--- config.mk ---
export PLATFORM = sky130hd
export DESIGN_NAME = spi_peripheral
export DESIGN_NICKNAME = d
export VERILOG_FILES = /design/src/rtl/spi_pkg.sv /design/src/rtl/spi_input_sync.sv /design/src/rtl/spi_peripheral.sv
export SDC_FILE = /design/constraint.sdc
export NUM_CORES = 1
export LEC_CHECK = 0
export CORE_UTILIZATION = 40
export DETAILED_ROUTE_END_ITERATION = 10
export DONT_BUFFER_PORTS = 1
export GPL_TIMING_DRIVEN = 0
export PLACE_DENSITY_LB_ADDON = 0.12
export SYNTH_ARGS = -nofsm -noshare
export SYNTH_HDL_FRONTEND = slang
export SYNTH_SLANG_ARGS = --single-unit
export TNS_END_PERCENT = 5
--- constraint.sdc ---
create_clock -name CLOCK_50 -period 4 [get_ports CLOCK_50]
set_clock_uncertainty 0.1 [all_clocks]
set_input_delay 0.6 -clock CLOCK_50 [delete_from_list [all_inputs] [get_ports CLOCK_50]]
set_output_delay 0.6 -clock CLOCK_50 [all_outputs]
set_load 0.005 [all_outputs]
--- src/rtl/spi_pkg.sv ---
// Shared definitions for the SPI peripheral: FSM state encoding, SPI mode-0
// constants and the default underrun fill byte.
package spi_pkg;

  typedef enum logic {
    IDLE  = 1'b0,
    SHIFT = 1'b1
  } state_e;

  localparam logic SPI_CPOL = 1'b0;
  localparam logic SPI_CPHA = 1'b0;

  localparam logic [7:0] DEFAULT_FILL_BYTE = 8'hFF;

endpackage

--- src/rtl/spi_input_sync.sv ---
// Multi-flop synchronizer for one asynchronous SPI pin; the reset level is
// chosen per instance so each pin wakes up in its idle state.
module spi_input_sync #(
  parameter int   DEPTH   = 2,
  parameter logic RST_VAL = 1'b0
) (
  input  logic clk,
  input  logic rst,
  input  logic d_i,
  output logic q_o
);

  logic [DEPTH-1:0] sync_q;

  always_ff @(posedge clk or posedge rst) begin
    if (rst) sync_q <= {DEPTH{RST_VAL}};
    else     sync_q <= {sync_q[DEPTH-2:0], d_i};
  end

  assign q_o = sync_q[DEPTH-1];

endmodule

--- src/rtl/spi_peripheral.sv ---
// Mode-0 SPI responder: oversamples SCK/COPI/CS_n on CLOCK_50, strobes out
// received bytes and shifts out a one-entry buffered byte or FILL_BYTE.
module spi_peripheral
  import spi_pkg::*;
#(
  parameter logic [7:0] FILL_BYTE   = DEFAULT_FILL_BYTE,
  parameter int         SYNC_STAGES = 2
) (
  input  logic       CLOCK_50,
  input  logic       reset,
  input  logic       SCK,
  input  logic       COPI,
  input  logic       CS_n,
  output logic       CIPO,
  input  logic [7:0] tx_byte,
  input  logic       tx_load,
  output logic       tx_ready,
  output logic [7:0] rx_byte,
  output logic       rx_valid,
  output logic       tx_underrun,
  output logic       busy
);

  localparam logic [2:0] SETTLE_DONE = 3'(SYNC_STAGES + 1);

  logic sck_s, copi_s, cs_n_s, cs_s;

  spi_input_sync #(.DEPTH(SYNC_STAGES), .RST_VAL(SPI_CPOL)) u_sync_sck (
    .clk(CLOCK_50), .rst(reset), .d_i(SCK), .q_o(sck_s));
  spi_input_sync #(.DEPTH(SYNC_STAGES), .RST_VAL(1'b0)) u_sync_copi (
    .clk(CLOCK_50), .rst(reset), .d_i(COPI), .q_o(copi_s));
  spi_input_sync #(.DEPTH(SYNC_STAGES), .RST_VAL(1'b1)) u_sync_cs_n (
    .clk(CLOCK_50), .rst(reset), .d_i(CS_n), .q_o(cs_n_s));

  assign cs_s = ~cs_n_s;

  state_e     state_q,       state_d;
  logic       sck_q,         cs_q;
  logic [2:0] settle_q,      settle_d;
  logic [2:0] bit_cnt_q,     bit_cnt_d;
  logic [6:0] rx_shift_q,    rx_shift_d;
  logic [7:0] rx_byte_q,     rx_byte_d;
  logic       rx_valid_q,    rx_valid_d;
  logic [7:0] tx_shift_q,    tx_shift_d;
  logic [7:0] buf_q,         buf_d;
  logic       buf_full_q,    buf_full_d;
  logic       underrun_q,    underrun_d;
  logic       byte_done_q,   byte_done_d;

  logic settled, cs_rise, sck_rise, sck_fall, consume;

  // A select already active when reset releases must not look like a new frame,
  // so select edges count only once the CS_n synchronizer and cs_q have refilled.
  assign settled  = (settle_q == SETTLE_DONE);
  assign cs_rise  = settled & cs_s & ~cs_q;
  assign sck_rise = sck_s & ~sck_q;
  assign sck_fall = ~sck_s & sck_q;

  always_comb begin
    // NOTE: every next-state signal gets a default here so no path infers a latch.
    state_d     = state_q;
    settle_d    = settled ? settle_q : settle_q + 3'd1;
    bit_cnt_d   = bit_cnt_q;
    rx_shift_d  = rx_shift_q;
    rx_byte_d   = rx_byte_q;
    rx_valid_d  = 1'b0;
    tx_shift_d  = tx_shift_q;
    buf_d       = buf_q;
    buf_full_d  = buf_full_q;
    underrun_d  = 1'b0;
    byte_done_d = byte_done_q;
    consume     = 1'b0;

    case (state_q)
      IDLE: begin
        if (cs_s && settled) begin
          state_d     = SHIFT;
          bit_cnt_d   = 3'd0;
          byte_done_d = 1'b0;
          consume     = cs_rise;
        end
      end
      SHIFT: begin
        if (!cs_s) begin
          state_d     = IDLE;
          bit_cnt_d   = 3'd0;
          rx_shift_d  = 7'd0;
          byte_done_d = 1'b0;
        end else if (sck_rise) begin
          rx_shift_d = {rx_shift_q[5:0], copi_s};
          bit_cnt_d  = bit_cnt_q + 3'd1;
          if (bit_cnt_q == 3'd7) begin
            rx_byte_d   = {rx_shift_q, copi_s};
            rx_valid_d  = 1'b1;
            byte_done_d = 1'b1;
          end
        end else if (sck_fall) begin
          if (bit_cnt_q != 3'd0) tx_shift_d = {tx_shift_q[6:0], 1'b0};
          else if (byte_done_q)  consume    = 1'b1;
        end
      end
      default: state_d = IDLE;
    endcase

    if (consume) begin
      tx_shift_d = buf_full_q ? buf_q : FILL_BYTE;
      underrun_d = ~buf_full_q;
      buf_full_d = 1'b0;
    end

    // A load in the consumption cycle wins: the old byte goes out, the new one stays.
    if (tx_load) begin
      buf_d      = tx_byte;
      buf_full_d = 1'b1;
    end
  end

  always_ff @(posedge CLOCK_50 or posedge reset) begin
    // NOTE: state uses non-blocking assignments so all flops update from pre-edge values.
    if (reset) begin
      state_q     <= IDLE;
      sck_q       <= SPI_CPOL;
      cs_q        <= 1'b0;
      settle_q    <= 3'd0;
      bit_cnt_q   <= 3'd0;
      rx_shift_q  <= 7'd0;
      rx_byte_q   <= 8'd0;
      rx_valid_q  <= 1'b0;
      tx_shift_q  <= 8'd0;
      buf_q       <= 8'd0;
      buf_full_q  <= 1'b0;
      underrun_q  <= 1'b0;
      byte_done_q <= 1'b0;
    end else begin
      state_q     <= state_d;
      sck_q       <= sck_s;
      cs_q        <= cs_s;
      settle_q    <= settle_d;
      bit_cnt_q   <= bit_cnt_d;
      rx_shift_q  <= rx_shift_d;
      rx_byte_q   <= rx_byte_d;
      rx_valid_q  <= rx_valid_d;
      tx_shift_q  <= tx_shift_d;
      buf_q       <= buf_d;
      buf_full_q  <= buf_full_d;
      underrun_q  <= underrun_d;
      byte_done_q <= byte_done_d;
    end
  end

  assign CIPO        = (state_q == SHIFT) ? tx_shift_q[7] : 1'b1;
  assign tx_ready    = ~buf_full_q;
  assign rx_byte     = rx_byte_q;
  assign rx_valid    = rx_valid_q;
  assign tx_underrun = underrun_q;
  assign busy        = cs_s & ((bit_cnt_q != 3'd0) | sck_s);

endmodule

Word level (Yosys, flattened, before mapping) --
Cells that the tools add are included.
Word-level totals: input bits 14, flip-flop bits (word level) 50
Operators by class: equal/unequal tests 7, bitwise operators 12, add/sub/neg operators 2, reductions and logical operators 12, mux-type cells 36
Operators with widths (count):
- 8-bit 2-to-1 mux | 7
- 1-bit 2-to-1 mux | 20
- 7-bit 2-to-1 mux | 2
- 2-bit nonzero test | 5
- 3-bit 2-to-1 mux | 3
- 3-bit by 1-bit adder with 3-bit output (second input constant) | 2
- 3-bit by 1-bit inequality test with 1-bit output (second input constant) | 2
- 1-bit NOT | 6
- 1-bit one-hot mux with 2 select lines | 3
- 3-bit one-hot mux with 2 select lines | 1
- 1-bit bitwise AND | 5
- 5-bit AND reduction | 1
- 2-bit inequality test (second input constant) | 2
- 2-bit AND reduction | 2
- 4-bit AND reduction | 1
- 3-bit by 2-bit == test with 1-bit output (second input constant) | 1
- 3-bit == test (second input constant) | 1
- 3-bit AND reduction | 1
- 3-bit nonzero test | 1
- 2-bit by 1-bit inequality test with 1-bit output (second input constant) | 1
- 1-bit logical AND | 1
- 1-bit OR | 1

Logic depth before layout (Yosys ltp) --
word-level depth 8, gate-level depth with buffers 8, mapped depth without buffers 6

Hierarchy --
Synthesis repeated with hierarchy kept, for this count alone.
Unflattened totals: cell total of the unflattened synthesis 171, area, all modules 2143.3 um^2
Modules (own cells, without submodules):
- spi_peripheral | instances 1, sequential area each 1101.1 um^2, cells each 162, area each 1979.4 um^2
- spi_input_sync (u_sync_copi ...) | instances 2, sequential area each 50.0 um^2, cells each 3, area each 53.8 um^2
- spi_input_sync (u_sync_cs_n) | instances 1, sequential area each 52.6 um^2, cells each 3, area each 56.3 um^2

Worst setup path after synthesis --
OpenSTA, ideal clock, no wires.
kind register -> register, from reg settle_q[0], to reg tx_shift_q[2], cell stages (with the launch flop) 8, arrival time 1.530 ns, path buffers 1, library setup time 0.104 ns, required time 3.796 ns, setup slack 2.266 ns, path through dfrtp_1 > ha_1 > ha_1 > buf_2 > nor4b_4 > a32oi_2 > nor2_1 > a221oi_1
On the way: longest elaborated chain between the ends 7, elaborated cells between the ends (all ways) 13, classes of those cells eq/ne: 3; mux: 3; bitwise: 2; reduce/logical: 5
RTL lines:
- start: declaration | RTL line spi_peripheral.sv:39 | logic [2:0] settle_q, settle_d;
- start signal: assignment | RTL line spi_peripheral.sv:138 | settle_q <= settle_d;
- 3-bit by 2-bit == test with 1-bit output (*) | RTL line spi_peripheral.sv:54 | assign settled = (settle_q == SETTLE_DONE);
- 1-bit bitwise AND (2 in series) | RTL line spi_peripheral.sv:55 | assign cs_rise = settled & cs_s & ~cs_q;
- 1-bit 2-to-1 mux (*) | RTL line spi_peripheral.sv:76 | if (cs_s && settled) begin
- 1-bit one-hot mux with 2 select lines (*) | RTL line spi_peripheral.sv:74 | case (state_q)
- 2-bit inequality test (no line) (tied with other cells)
- 5-bit AND reduction (no line)
- end signal: assignment | RTL line spi_peripheral.sv:143 | tx_shift_q <= tx_shift_d;
- end: declaration | RTL line spi_peripheral.sv:44 | logic [7:0] tx_shift_q, tx_shift_d;
Mark *: on every way between the ends. The rest lies on a longest branch, timed or not. A chain may end at the register's enable or synchronous reset.

Final worst setup path --
from reg bit_cnt_q[0], to out busy
On the way: longest elaborated chain between the ends 3
RTL lines:
- start: declaration | RTL line spi_peripheral.sv:40 | logic [2:0] bit_cnt_q, bit_cnt_d;
- start signal: assignment | RTL line spi_peripheral.sv:139 | bit_cnt_q <= bit_cnt_d;
- 3-bit nonzero test | RTL line spi_peripheral.sv:156 | assign busy = cs_s & ((bit_cnt_q != 3'd0) | sck_s);
- 1-bit OR | RTL line spi_peripheral.sv:156
- 1-bit bitwise AND | RTL line spi_peripheral.sv:156
- end: declaration | RTL line spi_peripheral.sv:21 | output logic busy
Every way passes these cells.

==> flow_summary.toml <==
[layout]
drive_gt1_share_pct = 24.4
syn_to_final_growth_pct = 9.39
n_antenna_cell = 0
fin_nets = 186
postLayoutCoreUtil_pct = 45.4

[route]
drtIter0Drc = 59
drt-vias-per-instance = 5.00
wirelength_mm = 3.33
antenna_left = 0
drc_errors = 0
first_pass_iters = 4
route.vias.total = 1190
route.detailed.wl_per_inst_um = 14.0

[logic_synthesis]
syn_area_per_cell_sq_um = 13.3
yosysMostFrequentCell = "dfrtp_1"
syn_inst = 159
yosysTopAreaCell = "dfrtp_1"
synth_edf_count = 0
synth-seq-area-share_pct = 59.2
synth_top_area_share_pct = 56.7
ys_top_cells_by_count = "dfrtp_1, nor2_1, mux2_2, inv_1, mux2_4"
synth_fp_nets = 178
synthTopCellsByArea = "dfrtp_1, mux2_4, mux2_2"
synth-seq-cells = 50
synth_ff_type = "dfrtp_1"
synth_async_sr_flop_share_pct = 100
ys_warn_count = 0
ys_types = 34
syn-cell-area_sq_um = 2120

[setup_path]
worst-endpoint-arrival_ns = 1.27
crit_required_ns = 3.30
crit_type = "reg -> out"
r2r-start = "settle_q[0]"
cp-start-kind = "flop"
critical_path.max_fanout = 4
worst_r2r_path_depth = 7
rrSetupSlack_ns = 2.08
critPathCaptureType = "output pin"
worstReg2RegEnd = "tx_shift_q[3]"

[power]
p_int_w = 0.000714
p_switching_w = 0.000211
ir_drop_mv = 0.182
pwr-share-comb_pct = 8.6
swShare_pct = 22.8
power.share.clock_pct = 31.6
seqPwrFrac_pct = 59.8
powerDensity_nw_per_um2 = 399
p_leak_nw = 1.06

[hold_path]
hp-class = "in -> async"

[clock_tree]
numCtsBuffers = 5
cts_sinks = 50
clkTransAtPathRegs_ns = 0.08
ctsLongestPathBuffers = 2
cts-root-buf = "clkbuf_8"
hold_buffers = 0
post_cts_resized = 0
cts_tree = "done"
htreeDepth = 2
cts_setup_buffers = 0
clk_latency_ns = 0.29

[timing]
final_hold_viol_count = 0
slew_headroom_pct = 58.0
setup_viol = 0
tightest_slew_ns = 0.625
drv_slew = 0
whs_ns = 0.0986
max_freq_ghz = 0.507
period_share_pct = 49.3
period_needed_ns = 1.97
grt_setup_unrepaired = "no"
tns_ns = 0

[floorplanning]
io_pins = 27
rows = 26
core-area_sq_um = 5110
die_height_um = 74.8
die_w_um = 74.8
start_util_pct = 41.5
die_area_sq_um = 5590

[global_route]
grt_max_degree = 30
antenna_found_initial = 0
grt_usage_pct = 14.0
grt_pass1_vias = 1240
grt_pass1_wl_mm = 5.79
grt_overflow_total = 0

[place]
port_buffers = 0
place.gp.congestion = 0.820
post-dp-hpwl_mm = 2.39

[flow_run]
drv_cap = 0

[outcome]
status = "finished, final reports clean"
-- worst max-delay path: stages (launching register included) --
cell and delay [ns]:
dfrtp_1 0.43, inv_1 0.07, ha_1 0.17, nand2b_1 0.10, o21a_1 0.21
-- metal layers --
layer | vias to the layer above | share of wire [%] | track usage [%]
met5 | - | 0 | 0
met4 | 0 | 1.5 | 6.29
met3 | 4 | 4.1 | 4.95
met2 | 28 | 47 | 22.0
met1 | 593 | 48 | 17.5
li1 | 565 | - | -
-- how the worst max path moves through the flow --
stage                 start       endpoint  cells after the start
2_1_floorplan         reset   bit_cnt_q[0]                      1
3_3_place_gp          reset    settle_q[1]                      1
3_5_place_dp    settle_q[0]  tx_shift_q[3]                      7
4_1_cts        bit_cnt_q[0]           busy                      4
5_1_grt         settle_q[0]  tx_shift_q[2]                      7
6_report       bit_cnt_q[0]           busy                      4
-- per-stage QoR --
stage | setup slack, ns | total power [W] | cells | instance area, sq um
2_1_floorplan | 2.10 | 0.000624 | 159 | 2120
3_3_place_gp | 1.59 | 0.000639 | 229 | 2210
3_5_place_dp | 2.09 | 0.000645 | 230 | 2230
4_1_cts | 2.00 | 0.000946 | 238 | 2320
5_1_grt | 1.93 | 0.000978 | 238 | 2320
6_report | 2.03 | 0.000925 | 238 | 2320
-- final cells by class --
cell class | count | area [sq um]
inverter | 8 | 30.0
timing repair buffer | 1 | 20.0
buffer | 7 | 58.8
fill | 473 | 2790
multi-input combinational | 94 | 776
clock buffer | 7 | 86.3
clock inverter | 1 | 5.00
sequential | 50 | 1250
tap | 70 | 87.6
-- cells in the final DEF, fill, tap and decap left out, drive strengths merged, types with 2 or more instances in the layout --
| master | count |
|---|---|
| a21oi | 4 |
| a221oi | 6 |
| a22o | 6 |
| a31oi | 2 |
| and2 | 3 |
| buf | 7 |
| clkbuf | 8 |
| dfrtp | 48 |
| dfstp | 2 |
| ha | 5 |
| inv | 8 |
| mux2 | 17 |
| mux2i | 2 |
| nand2 | 6 |
| nand2b | 2 |
| nand3b | 2 |
| nor2 | 20 |
| nor2b | 2 |
| o21a | 2 |
| o21ai | 6 |
| xnor2 | 2 |
-- flip-flops by register name, indices dropped and copies added (netlist names), 2 cells and up --
register,flops
buf_q,8
rx_byte,8
tx_shift_q,8
rx_shift_q,7
bit_cnt_q,3
settle_q,3
u_sync_copi.sync_q,2
u_sync_cs_n.sync_q,2
u_sync_sck.sync_q,2
-- cells by family (layout without fill, tap and decap cells) --
| group | after synthesis | after routing | share of synthesized area (%) |
|---|---|---|---|
| multiplexers | 19 | 19 | 11.4 |
| buffers and inverters | 15 | 24 | 4.19 |
| AND/OR/NAND/NOR | 38 | 38 | 10.5 |
| AO/OA/AOI/OAI | 30 | 30 | 11.0 |
| adder cells (fa/ha/maj) | 5 | 5 | 2.95 |
| XOR/XNOR | 2 | 2 | 0.827 |
| flip-flops | 50 | 50 | 59.2 |
-- power groups by stage --
| stage | combinational [W] | sequential [W] | clock [W] |
|---|---|---|---|
| floorplan | 0.0000659 | 0.000558 | 0 |
| global placement | 0.0000767 | 0.000563 | 0 |
| detailed placement | 0.0000818 | 0.000564 | 0 |
| CTS | 0.0000818 | 0.000554 | 0.000310 |
| global route | 0.0000906 | 0.000558 | 0.000329 |
| finish | 0.0000796 | 0.000553 | 0.000292 |
(Power assumes the default switching activity.)
